==> src/rtl/rr_reg_write_arbiter_pkg.sv <==
// Shared types and helpers for the round-robin register write arbiter.
package rr_arb_pkg;

    localparam int unsigned MAXREQ  = 8;
    localparam int unsigned MAXIDXW = 3;

    typedef enum logic {
        IDLE  = 1'b0,
        GRANT = 1'b1
    } state_t;

    // Requester index width; never narrower than one bit.
    function automatic int unsigned idx_width(input int unsigned n);
        return (n <= 2) ? 1 : $clog2(n);
    endfunction

    function automatic logic [MAXREQ-1:0] onehot(input logic [MAXIDXW-1:0] idx);
        logic [MAXREQ-1:0] v;
        v = '0;
        v[idx] = 1'b1;
        return v;
    endfunction

endpackage

==> src/rtl/rr_reg_write_arbiter_if.sv <==
// Requester-side bus of the shared register: requests, data, grant and stored value.
interface rr_reg_write_arbiter_if
    import rr_arb_pkg::*;
#(
    parameter int NREQ  = 4,
    parameter int WIDTH = 8
);
    localparam int IDXW = idx_width(NREQ);

    logic [NREQ-1:0]       req;
    logic [NREQ*WIDTH-1:0] wdata;
    logic [NREQ-1:0]       gnt;
    logic                  busy;
    logic [WIDTH-1:0]      q;
    logic [IDXW-1:0]       q_owner;
    logic                  q_valid;

    modport master (
        output req, wdata,
        input  gnt, busy, q, q_owner, q_valid
    );

    modport slave (
        input  req, wdata,
        output gnt, busy, q, q_owner, q_valid
    );
endinterface

==> src/rtl/rr_reg_write_arbiter_pick.sv <==
// Round-robin winner selection: first set request at or after ptr, wrapping.
module rr_pick
    import rr_arb_pkg::*;
#(
    parameter int NREQ = 4
) (
    input  logic [NREQ-1:0]             req,
    input  logic [idx_width(NREQ)-1:0]  ptr,
    output logic [idx_width(NREQ)-1:0]  win,
    output logic                        any
);
    localparam int IDXW = idx_width(NREQ);

    logic [2*NREQ-1:0] dbl;
    logic [2*NREQ-1:0] masked;
    logic              hit;

    // Lower copy masked below ptr; the unmasked upper copy supplies the wrap-around.
    always_comb begin
        dbl    = {req, req};
        masked = '0;
        hit    = 1'b0;
        win    = '0;
        for (int unsigned i = 0; i < 2*NREQ; i++) begin
            masked[i] = dbl[i] && (i >= 32'(ptr));
        end
        for (int unsigned i = 0; i < 2*NREQ; i++) begin
            if (!hit && masked[i]) begin
                hit = 1'b1;
                win = IDXW'(i % NREQ);
            end
        end
    end

    assign any = |req;

endmodule

==> src/rtl/rr_reg_write_arbiter.sv <==
// Round-robin arbiter sharing one WIDTH-bit register among NREQ writers.
module rr_reg_write_arbiter
    import rr_arb_pkg::*;
#(
    parameter int NREQ  = 4,
    parameter int WIDTH = 8
) (
    input logic                    clk,
    input logic                    rst,
    rr_reg_write_arbiter_if.slave  bus
);
    localparam int IDXW = idx_width(NREQ);

    state_t            state;
    logic [IDXW-1:0]   ptr;
    logic [IDXW-1:0]   win;
    logic [IDXW-1:0]   win_q;
    logic              any;
    logic [NREQ-1:0]   win_oh;
    logic [NREQ-1:0]   gnt_r;
    logic              busy_r;
    logic [WIDTH-1:0]  q_r;
    logic [IDXW-1:0]   owner_r;
    logic              valid_r;

    rr_pick #(.NREQ(NREQ)) u_pick (
        .req (bus.req),
        .ptr (ptr),
        .win (win),
        .any (any)
    );

    assign win_oh = NREQ'(onehot(MAXIDXW'(win)));

    always_ff @(posedge clk) begin
        if (rst) begin
            state   <= IDLE;
            gnt_r   <= '0;
            busy_r  <= 1'b0;
            q_r     <= '0;
            owner_r <= '0;
            valid_r <= 1'b0;
            ptr     <= '0;
            win_q   <= '0;
        end else begin
            case (state)
                IDLE: begin
                    if (any) begin
                        gnt_r  <= win_oh;
                        busy_r <= 1'b1;
                        win_q  <= win;
                        state  <= GRANT;
                    end else begin
                        gnt_r  <= '0;
                    end
                end
                GRANT: begin
                    // Data is taken at the closing edge, not at request time.
                    q_r     <= bus.wdata[win_q*WIDTH +: WIDTH];
                    owner_r <= win_q;
                    valid_r <= 1'b1;
                    ptr     <= (win_q == IDXW'(NREQ-1)) ? '0 : win_q + 1'b1;
                    gnt_r   <= '0;
                    busy_r  <= 1'b0;
                    state   <= IDLE;
                end
                default: state <= IDLE;
            endcase
        end
    end

    assign bus.gnt     = gnt_r;
    assign bus.busy    = busy_r;
    assign bus.q       = q_r;
    assign bus.q_owner = owner_r;
    assign bus.q_valid = valid_r;

endmodule

==> src/flat_wrapper.sv <==
// flat-port wrapper written by rule: the top's interface ports become plain ports
module rr_reg_write_arbiter_flat import rr_arb_pkg::*;
#(
    parameter int NREQ  = 4,
    parameter int WIDTH = 8
)
  (clk, rst, bus_req, bus_wdata, bus_gnt, bus_busy, bus_q, bus_q_owner, bus_q_valid);
  rr_reg_write_arbiter_if #(.NREQ(NREQ), .WIDTH(WIDTH)) bus_i ();
  input logic clk;
  input logic rst;
  input wire logic [$bits(bus_i.req)-1:0] bus_req;
  input wire logic [$bits(bus_i.wdata)-1:0] bus_wdata;
  output wire logic [$bits(bus_i.gnt)-1:0] bus_gnt;
  output wire logic [$bits(bus_i.busy)-1:0] bus_busy;
  output wire logic [$bits(bus_i.q)-1:0] bus_q;
  output wire logic [$bits(bus_i.q_owner)-1:0] bus_q_owner;
  output wire logic [$bits(bus_i.q_valid)-1:0] bus_q_valid;
  assign bus_i.req = bus_req;
  assign bus_i.wdata = bus_wdata;
  assign bus_gnt = bus_i.gnt;
  assign bus_busy = bus_i.busy;
  assign bus_q = bus_i.q;
  assign bus_q_owner = bus_i.q_owner;
  assign bus_q_valid = bus_i.q_valid;
  rr_reg_write_arbiter #(.NREQ(NREQ), .WIDTH(WIDTH)) u_core (.clk(clk), .rst(rst), .bus(bus_i));
endmodule
==> config.mk <==
export PLATFORM = sky130hd
export DESIGN_NAME = rr_reg_write_arbiter_flat
export DESIGN_NICKNAME = d
export VERILOG_FILES = /design/src/rtl/rr_reg_write_arbiter_pkg.sv /design/src/rtl/rr_reg_write_arbiter_if.sv /design/src/rtl/rr_reg_write_arbiter_pick.sv /design/src/rtl/rr_reg_write_arbiter.sv /design/src/flat_wrapper.sv
export SDC_FILE = /design/constraint.sdc
export NUM_CORES = 1
export LEC_CHECK = 0
export CORE_AREA = 2 2 53 60
export DETAILED_ROUTE_END_ITERATION = 7
export DIE_AREA = 0 0 55 62
export GPL_ROUTABILITY_DRIVEN = 0
export PLACE_DENSITY_LB_ADDON = 0.12
export SYNTH_ARGS = -nofsm -noshare
export SYNTH_HDL_FRONTEND = slang
export SYNTH_SLANG_ARGS = --single-unit
==> constraint.sdc <==
create_clock -name clk -period 1.6 [get_ports clk]
set_input_delay 0.24 -clock clk [delete_from_list [all_inputs] [get_ports clk]]
set_output_delay 0.24 -clock clk [all_outputs]
set_load 0.01 [all_outputs]
==> reports/summary.txt <==
DP HPWL: 1.93 mm
First-pass GRT wire length: 3.75 mm
GRT met3 Usage: 3.35%
GRT Total Usage: 15.5%
Chip Width: 55 µm
Most frequent cells in the layout: 53 x clkdlybuf4s50_1, 21 x dfxtp_1, 20 x nor2_1, 12 x mux2i_1, 11 x buf_4
Final-report hold violation count: 0
Post-route cell area: 0.00167 mm²
Hold WC Path Type: register to register
CP Launch Type: register
Postcts setup bufs: 0
I/O Pins: 54
Max-cap viol count: 0
Synth Area in XOR/XNOR: 0%
Inst Count DP: 185
Clk_skew: 0.571 ps
Synth Area in Compound Gates: 6.13%
Area of the core: 0.00289 mm²
Drt total wl: 2.38 mm
Via count: 894
Hold Buf Count CTS: 0
Synth Register Bits: 21
RSZ-0062 raised after global routing: no
Comb power frac: 30.7%
Share of layout cells above drive strength 1: 17.4%
Number of port buffers: 53
Clock Power Share: 20.5%
Post-Syn Area: 0.00102 mm²
P per Cell Area: 717 mW/mm²
Syn Inst Count: 92
Nets: 195
Die Area: 0.00341 mm²
Number of synthesized flops with an enable pin: 0
Sequential share of power: 48.8%
Adder-Cell Fraction of Synth Area: 1.23%
Die H: 62 µm
LEAKAGE: 0.635 nW
Root Driver: clkbuf_4
Run status: finished clean
Library cells used by synthesis: 29
Post-synthesis average cell area: 11.1 µm²
Total grt overflow: 0
DR pass1 iterations: 3
Period utilisation layout: 90.3%
Post-DP Area: 0.00164 mm²
Warnings from Yosys: 0
CTS buffer count: 3
Drt via density: 4.73
Initial antenna violation count: 0
Slew Limit Fails: 0
Met1 Track Usage GR: 16.0%
Critical path data required time: 1800 ps
Critical Path Sink Type: register
Mux share of post-synthesis cell area: 29.8%
DRT antenna net count: 0
Top FF cell, synth: dfxtp_1
P_sw: 0.304 mW
Wire per inst: 12.6 µm
Clock Path Buffers: 2
Initial Util: 35.3%
Insertion delay to the later sink of the worst-skew pair: 290 ps
Drt drc: 0
Minimum clock period: 1440 ps
Post-synthesis async set-or-reset flop share: 0%
Number of global-route vias before repair: 919
Worst slew pin tran: 302 ps
Clk sinks: 21
Cell Int Power: 0.893 mW
Post-route non-filler standard cell count: 189
Relative slew slack: 79.8%
Setup ws final: 155 ps
1st-iter DRT viols: 6
Final Total Pwr: 1.20 mW
H-Tree Depth: 1
Final setup violation count: 0
Setup CP Type: register to register
Met2 global-route usage: 29.3%
Share of the yosys chip area belonging to registers: 41.2%
Layout area overhead: 63.8%
Worst-path clk slew: 110 ps
Sw Share: 25.4%
Commonest non-fill, non-tap cell in the layout: clkdlybuf4s50_1
Synth Area in Simple Gates: 18.0%
Fmax: 692 MHz
CTS tree: built
Main combinational cell family by area after synthesis: multiplexers
Synth Net Count: 131
Ant. Diodes: 0
Gr busiest metal: met2
Post-placement setup slack: -17.0 ps
Row count: 21
Worst VDD drop: 0.626 mV
Largest net degree at the start of global routing: 16
Data arrival, critical path: 1640 ps
Gates resized, CTS repair: 0
Crit Path Max Fanout: 4
state kept, by name, summed over array words and instances (netlist names):
name,flops
u_core.bus.busy,1
u_core.bus.q_valid,1
u_core.state,1
u_core.bus.gnt,4
u_core.win_q,2
u_core.ptr,2
u_core.bus.q_owner,2
u_core.bus.q,8
critical path, cell delays in order, from the launching register on:
cell,delay [ps]
dfxtp_1,450
buf_4,200
mux4_2,510
mux2i_1,140
nor2_1,50
power groups by stage:
stage	clock network [mW]	registers (mW)	logic, mW
finish	0.246	0.585	0.367
floorplan	0	0.607	0.165
CTS	0.262	0.585	0.373
global placement	0	0.596	0.366
detailed placement	0	0.597	0.373
global route	0.280	0.590	0.401
through the flow:
step / hold slack, ps / TNS (ps) / utilization, %
2_1_floorplan: 312 / 0 / -
3_3_place_gp: 451 / 0 / 56.8
3_5_place_dp: 456 / -17.0 / 56.8
4_1_cts: 480 / 0 / 57.8
5_1_grt: 510 / 0 / 57.8
6_report: 477 / 0 / 57.8
synth_stat cells (2+ instances only):
master / count / area, µm²
buf_2: 2 / 10.0
dfxtp_1: 21 / 420
mux2i_1: 12 / 120
mux4_2: 7 / 158
nand2_1: 2 / 7.51
nor2_1: 20 / 75.1
nor2b_1: 3 / 18.8
nor3_1: 4 / 20.0
cell type report:
class | instances | area (µm²)
Clock inverter | 1 | 5.00
Clock buffer | 3 | 22.5
Fill cell | 274 | 1220
Multi-Input combinational cell | 65 | 563
Tap cell | 34 | 42.5
Sequential cell | 21 | 420
Inverter | 1 | 3.75
Timing Repair Buffer | 64 | 613
routing by layer:
metal | share of wire [%] | routed length, µm
met1 | 40 | 961
met2 | 49 | 1170
met3 | 9.4 | 223
met4 | 0.92 | 22
met5 | 0 | 0
cells by family (layout without fill, tap and decap cells):
logic type      after synthesis  count (layout)
simple gates                 36              36
mux                          20              20
compound gates                8               8
buf+inv                       6              69
fa+ha+maj                     1               1
flops                        21              21
final timing paths:
kind | to | cells after the start | startpoint | slack, ps
setup / recovery | u_core.bus.q[0] | 4 | u_core.win_q[0] | 160
hold / removal | u_core.bus.q_valid | 2 | u_core.bus.q_valid | 480
setup reg to reg | u_core.bus.q[0] | 4 | u_core.win_q[0] | 160
hold reg to reg | u_core.bus.q_valid | 2 | u_core.bus.q_valid | 480
No activity file was read; power rests on OpenSTA's default activity.
==> RTL change 1: new RTL, same settings <==
Make the reset (`rst`) asynchronous in one clocked block.
--- a/src/rtl/rr_reg_write_arbiter.sv
+++ b/src/rtl/rr_reg_write_arbiter.sv
@@ -34,3 +34,3 @@
 
-    always_ff @(posedge clk) begin
+    always_ff @(posedge clk or posedge rst) begin
         if (rst) begin
Function: differs if rst is asserted again (counterexample within 4 cycles, from zero or initial values and one cycle with rst high); with rst held inactive, the same outputs for 10 cycles.
==> RTL change 1 against the original RTL <==
Routed wire length increased by 0.29%; final area increased by 2.0%; synthesized cell count decreased by 22%; sequential share of layout area increased by 5.7 points; worst setup slack got worse by 0.046 ns; hold slack got worse by 0.21 ns; core utilization increased by 1.2 points; area after synthesis increased by 4.3%; sequential cell count unchanged.
Power is not compared: it rests on default switching activity, and its combinational part moved more than twofold at a synthesized area within 25%.
==> RTL change 1: results (changes against the original RTL) <==
status:
  outcome: "finished, final reports clean"
clocking:
  cts_setup_buffers: 0  # unchanged
  clk_pin_slew_ns: 0.11  # about the same
  cts_max_path_buffers: 2  # unchanged
layout:
  nClkBuffers: 4  # +1
  buf_share_pct: 35.1  # -1.6 points
  diodes: 0  # unchanged
  clk_share_pct: 1.54  # -0.11 points
  multi_input_cells: 44  # -32%
  drive_above_1_share_pct: 24.6  # +7.2 points
  fillers: 255  # -6.9%
  multiInputGateArea_um2: 500  # -11%
  regArea_um2: 526  # +25%
  finalNetCount: 174  # -11%
  n_sequential_cell: 21  # unchanged
  nonClockBufferCount: 62  # -3.1%
  nNonClkInverters: 3  # +2
power_and_ir_drop:
  peakVddDrop_v: 0.000950
  comb_power_uw: 1310
hold_path:
  hold_class: "in -> async"
synthesis:
  yosys_warnings: 0  # unchanged
  synthTopCellsByCount: "dfrtp_1 (21), mux2_4 (7), mux4_2 (7)"
  ys_top_cells_by_area: "dfrtp_1 (49%), mux4_2 (15%), mux2_4 (9.9%)"
  yosysSeqAreaShare_pct: 49.4  # +8.2 points
  async_reset_ff_share_pct: 100  # +100 points
  synth_area_per_cell_um2: 14.8  # +33%
  synth_nets: 111  # -15%
  synth-main-ff-cell: "dfrtp_1"
  yosysUniqueCellTypes: 21  # -28%
route:
  drtIter0Drc: 8  # +2
  vias: 833  # -6.8%
  wire_per_inst_um: 14.2  # +13%
  dr.pass1.iters: 4  # +1
  wirelength_um: 2390  # +0.29%
worst_setup_path:
  cp.arrival_ns: 1.68  # +0.04 ns
  critPathMaxFanout: 5  # +1
  rr_worst_depth: 3  # -1
global_routing:
  grt_max_degree: 22  # +6
  grt_pass1_wl_um: 3720  # -0.72%
  track_usage_pct: 15.4  # -0.18 points
  grt_pass1_vias: 809  # -12%
place:
  dp.cells: 164  # -11%
  place_hpwl_um: 1860  # -3.4%
  place_ws_ns: -0.0703  # -0.0533 ns
sta:
  max-slew-margin-rel_pct: 69.6  # -10 points
  skew_ns: 0.00335  # +0.00278 ns
[RTL change 1: cell types whose count changed in the layout (fill, tap and decap cells not counted), moves of 6 or more]
cell / before / now
dfxtp_1: 21 / 0
mux2i_1: 12 / 0
mux2_2: 0 / 6
nor2_1: 20 / 4
dfrtp_1: 0 / 21
mux2_4: 0 / 7
[RTL change 1: logic make-up after synthesis]
| logic type | after synthesis | share of synthesized area, % |
|---|---|---|
| mux | 21 | 33.5 |
| flops | 21 | 49.4 |
| simple gates | 15 | 7.65 |
| compound gates | 7 | 4.71 |
| buf+inv | 7 | 3.53 |
| fa+ha+maj | 1 | 1.18 |
[RTL change 1: layer usage]
| layer | up-vias | track usage, % | wire (um) |
|---|---|---|---|
| met4 | 0 | 5.23 | 14 |
| met3 | 2 | 3.59 | 196 |
| met5 | - | 0 | 0 |
| li1 | 397 | - | - |
| met2 | 26 | 26.5 | 1170 |
| met1 | 408 | 18.7 | 1000 |
[RTL change 1: worst paths after layout]
kind	startpoint	to	slack [ns]
setup / recovery	u_core.win_q[0]$_DFFE_PP0P_	u_core.bus.q[5]$_DFFE_PP0P_	0.11
hold / removal	rst	u_core.bus.q[5]$_DFFE_PP0P_	0.27
setup reg to reg	u_core.win_q[0]$_DFFE_PP0P_	u_core.bus.q[5]$_DFFE_PP0P_	0.11
hold reg to reg	u_core.bus.q_valid$_DFFE_PP0P_	u_core.bus.q_valid$_DFFE_PP0P_	0.48
max in group asynchronous	rst	u_core.bus.gnt[3]$_DFF_PP0_	1.12
min in group clk	u_core.bus.q_valid$_DFFE_PP0P_	u_core.bus.q_valid$_DFFE_PP0P_	0.48
[RTL change 1: worst max-delay path, cell delays in order (launching register included)]
cell and delay [ns]:
dfrtp_1 0.42, buf_4 0.19, mux4_2 0.51, mux2_4 0.27
==> RTL change 2: new RTL, same flow settings <==
Made on the original files. Set the package constant `MAXREQ` to 12 (it was 8).
--- a/src/rtl/rr_reg_write_arbiter_pkg.sv
+++ b/src/rtl/rr_reg_write_arbiter_pkg.sv
@@ -3,3 +3,3 @@
 
-    localparam int unsigned MAXREQ  = 8;
+    localparam int unsigned MAXREQ  = 12;
     localparam int unsigned MAXIDXW = 3;
Check against the original RTL: equivalent (equiv_simple and equiv_induct, registers matched by name and starting in step).
==> RTL change 2 against the original RTL <==
Routed wire length grew 6.8%; final area shrank 0.97%; sequential cell count is the same; worst setup slack lost 0.013 ns; total power shrank 0.56%; area after synthesis grew 0.86%; sequential power grew 2%; first-iteration DRC count grew to 2.7 times the old value; global-route usage shrank 1.3 points; synthesized cell count grew 4.3%.
==> RTL change 2: results (changes against the original RTL) <==
status:
  outcome: "finished, final reports clean"
sta:
  whs_ns: 0.475  # -0.00155 ns
  max-slew-margin-rel_pct: 64.5  # -15 points
  skew_ns: 0.000800  # +0.000229 ns
route:
  routedLengthMet1_um: 1040  # +7.8%
  wl_met3_um: 256  # +15%
  vias_per_cell: 4.96  # +4.8%
  dr.pass1.iters: 4  # +1
  ant_nets: 0  # unchanged
  drtIter0Drc: 16  # +10
layout:
  drive_above_1_share_pct: 14.6  # -2.8 points
  finalNetCount: 197  # +1.0%
synthesis:
  muxShareOfSynthArea_pct: 29.2  # -0.62 points
  synthAdderAreaFrac_pct: 1.22  # -0.010 points
  yosysUniqueCellTypes: 26  # -10%
  synth_nets: 135  # +3.1%
  postSynthCellCount: 96  # +4.3%
  synth_compound_area_share_pct: 6.93  # +0.80 points
  ys_top_cells_by_area: "dfxtp_1 (41%), mux4_2 (18%), mux2i_1 (12%)"
  synthTopCellsByCount: "dfxtp_1 (21), nor2_1 (20), mux2i_1 (12)"
worst_setup_path:
  setup.worst_path.start: "bus_req[0]"
  r2r_start: "u_core.win_q[1]$_SDFFE_PP0P_"
  critPathMaxFanout: 5  # +1
  rr_worst_depth: 3  # -1
  rr_endpoint: "u_core.bus.q[6]$_SDFFE_PP0P_"
place:
  dp.cells: 187  # +1.1%
  place_hpwl_um: 1990  # +3.2%
  place_area_um2: 1630  # -0.91%
power_and_ir_drop:
  p_leak_uw: 0.000628  # -1.2%
  p_sw_uw: 298  # -2.0%
  peakVddDrop_v: 0.000593  # -5.2%
global_routing:
  track_usage_pct: 14.3  # -1.3 points
  grt_pass1_wl_um: 3490  # -6.8%
-- RTL change 2: how the worst max path moves through the flow --
stage                                   end  slack, ns  cells after the start
2_1_floorplan  u_core.bus.q[2]$_SDFFE_PP0P_       0.17                      4
6_report       u_core.win_q[1]$_SDFFE_PP0P_       0.14                      5
5_1_grt        u_core.win_q[1]$_SDFFE_PP0P_       0.10                      5
3_3_place_gp   u_core.win_q[1]$_SDFFE_PP0P_      -0.11                      5
4_1_cts        u_core.win_q[1]$_SDFFE_PP0P_       0.16                      5
3_5_place_dp   u_core.win_q[1]$_SDFFE_PP0P_      -0.16                      5
-- RTL change 2: worst max-delay path, stage by stage --
cell,delay (ns)
clkdlybuf4s50_1,0.48
nor2b_1,0.19
o21ba_4,0.20
or4_1,0.46
a21oi_1,0.12
-- RTL change 2: power groups by stage --
stage               clock [uW]  combinational [uW]  sequential, uW
floorplan                    0                 166             607
global placement             0                 350             605
detailed placement           0                 357             605
finish                     244                 353             594
global route               280                 384             599
CTS                        261                 358             594
-- RTL change 2: cell type report --
| cell class | instances | area, um^2 | share of cell area, % |
|---|---|---|---|
| multi-input combinational | 68 | 559 | 33.8 |
| tap | 34 | 42.5 | 2.57 |
| inverter | 2 | 7.51 | 0.454 |
| timing repair buffer | 62 | 598 | 36.2 |
| clock buffer | 4 | 26.3 | 1.59 |
| sequential | 21 | 420 | 25.4 |
-- RTL change 2: layer usage --
metal | global-route usage, % | vias up
li1 | - | 469
met1 | 15.8 | 443
met2 | 26.9 | 35
met3 | 3.11 | 0
met4 | 4.18 | 0
met5 | 0 | -
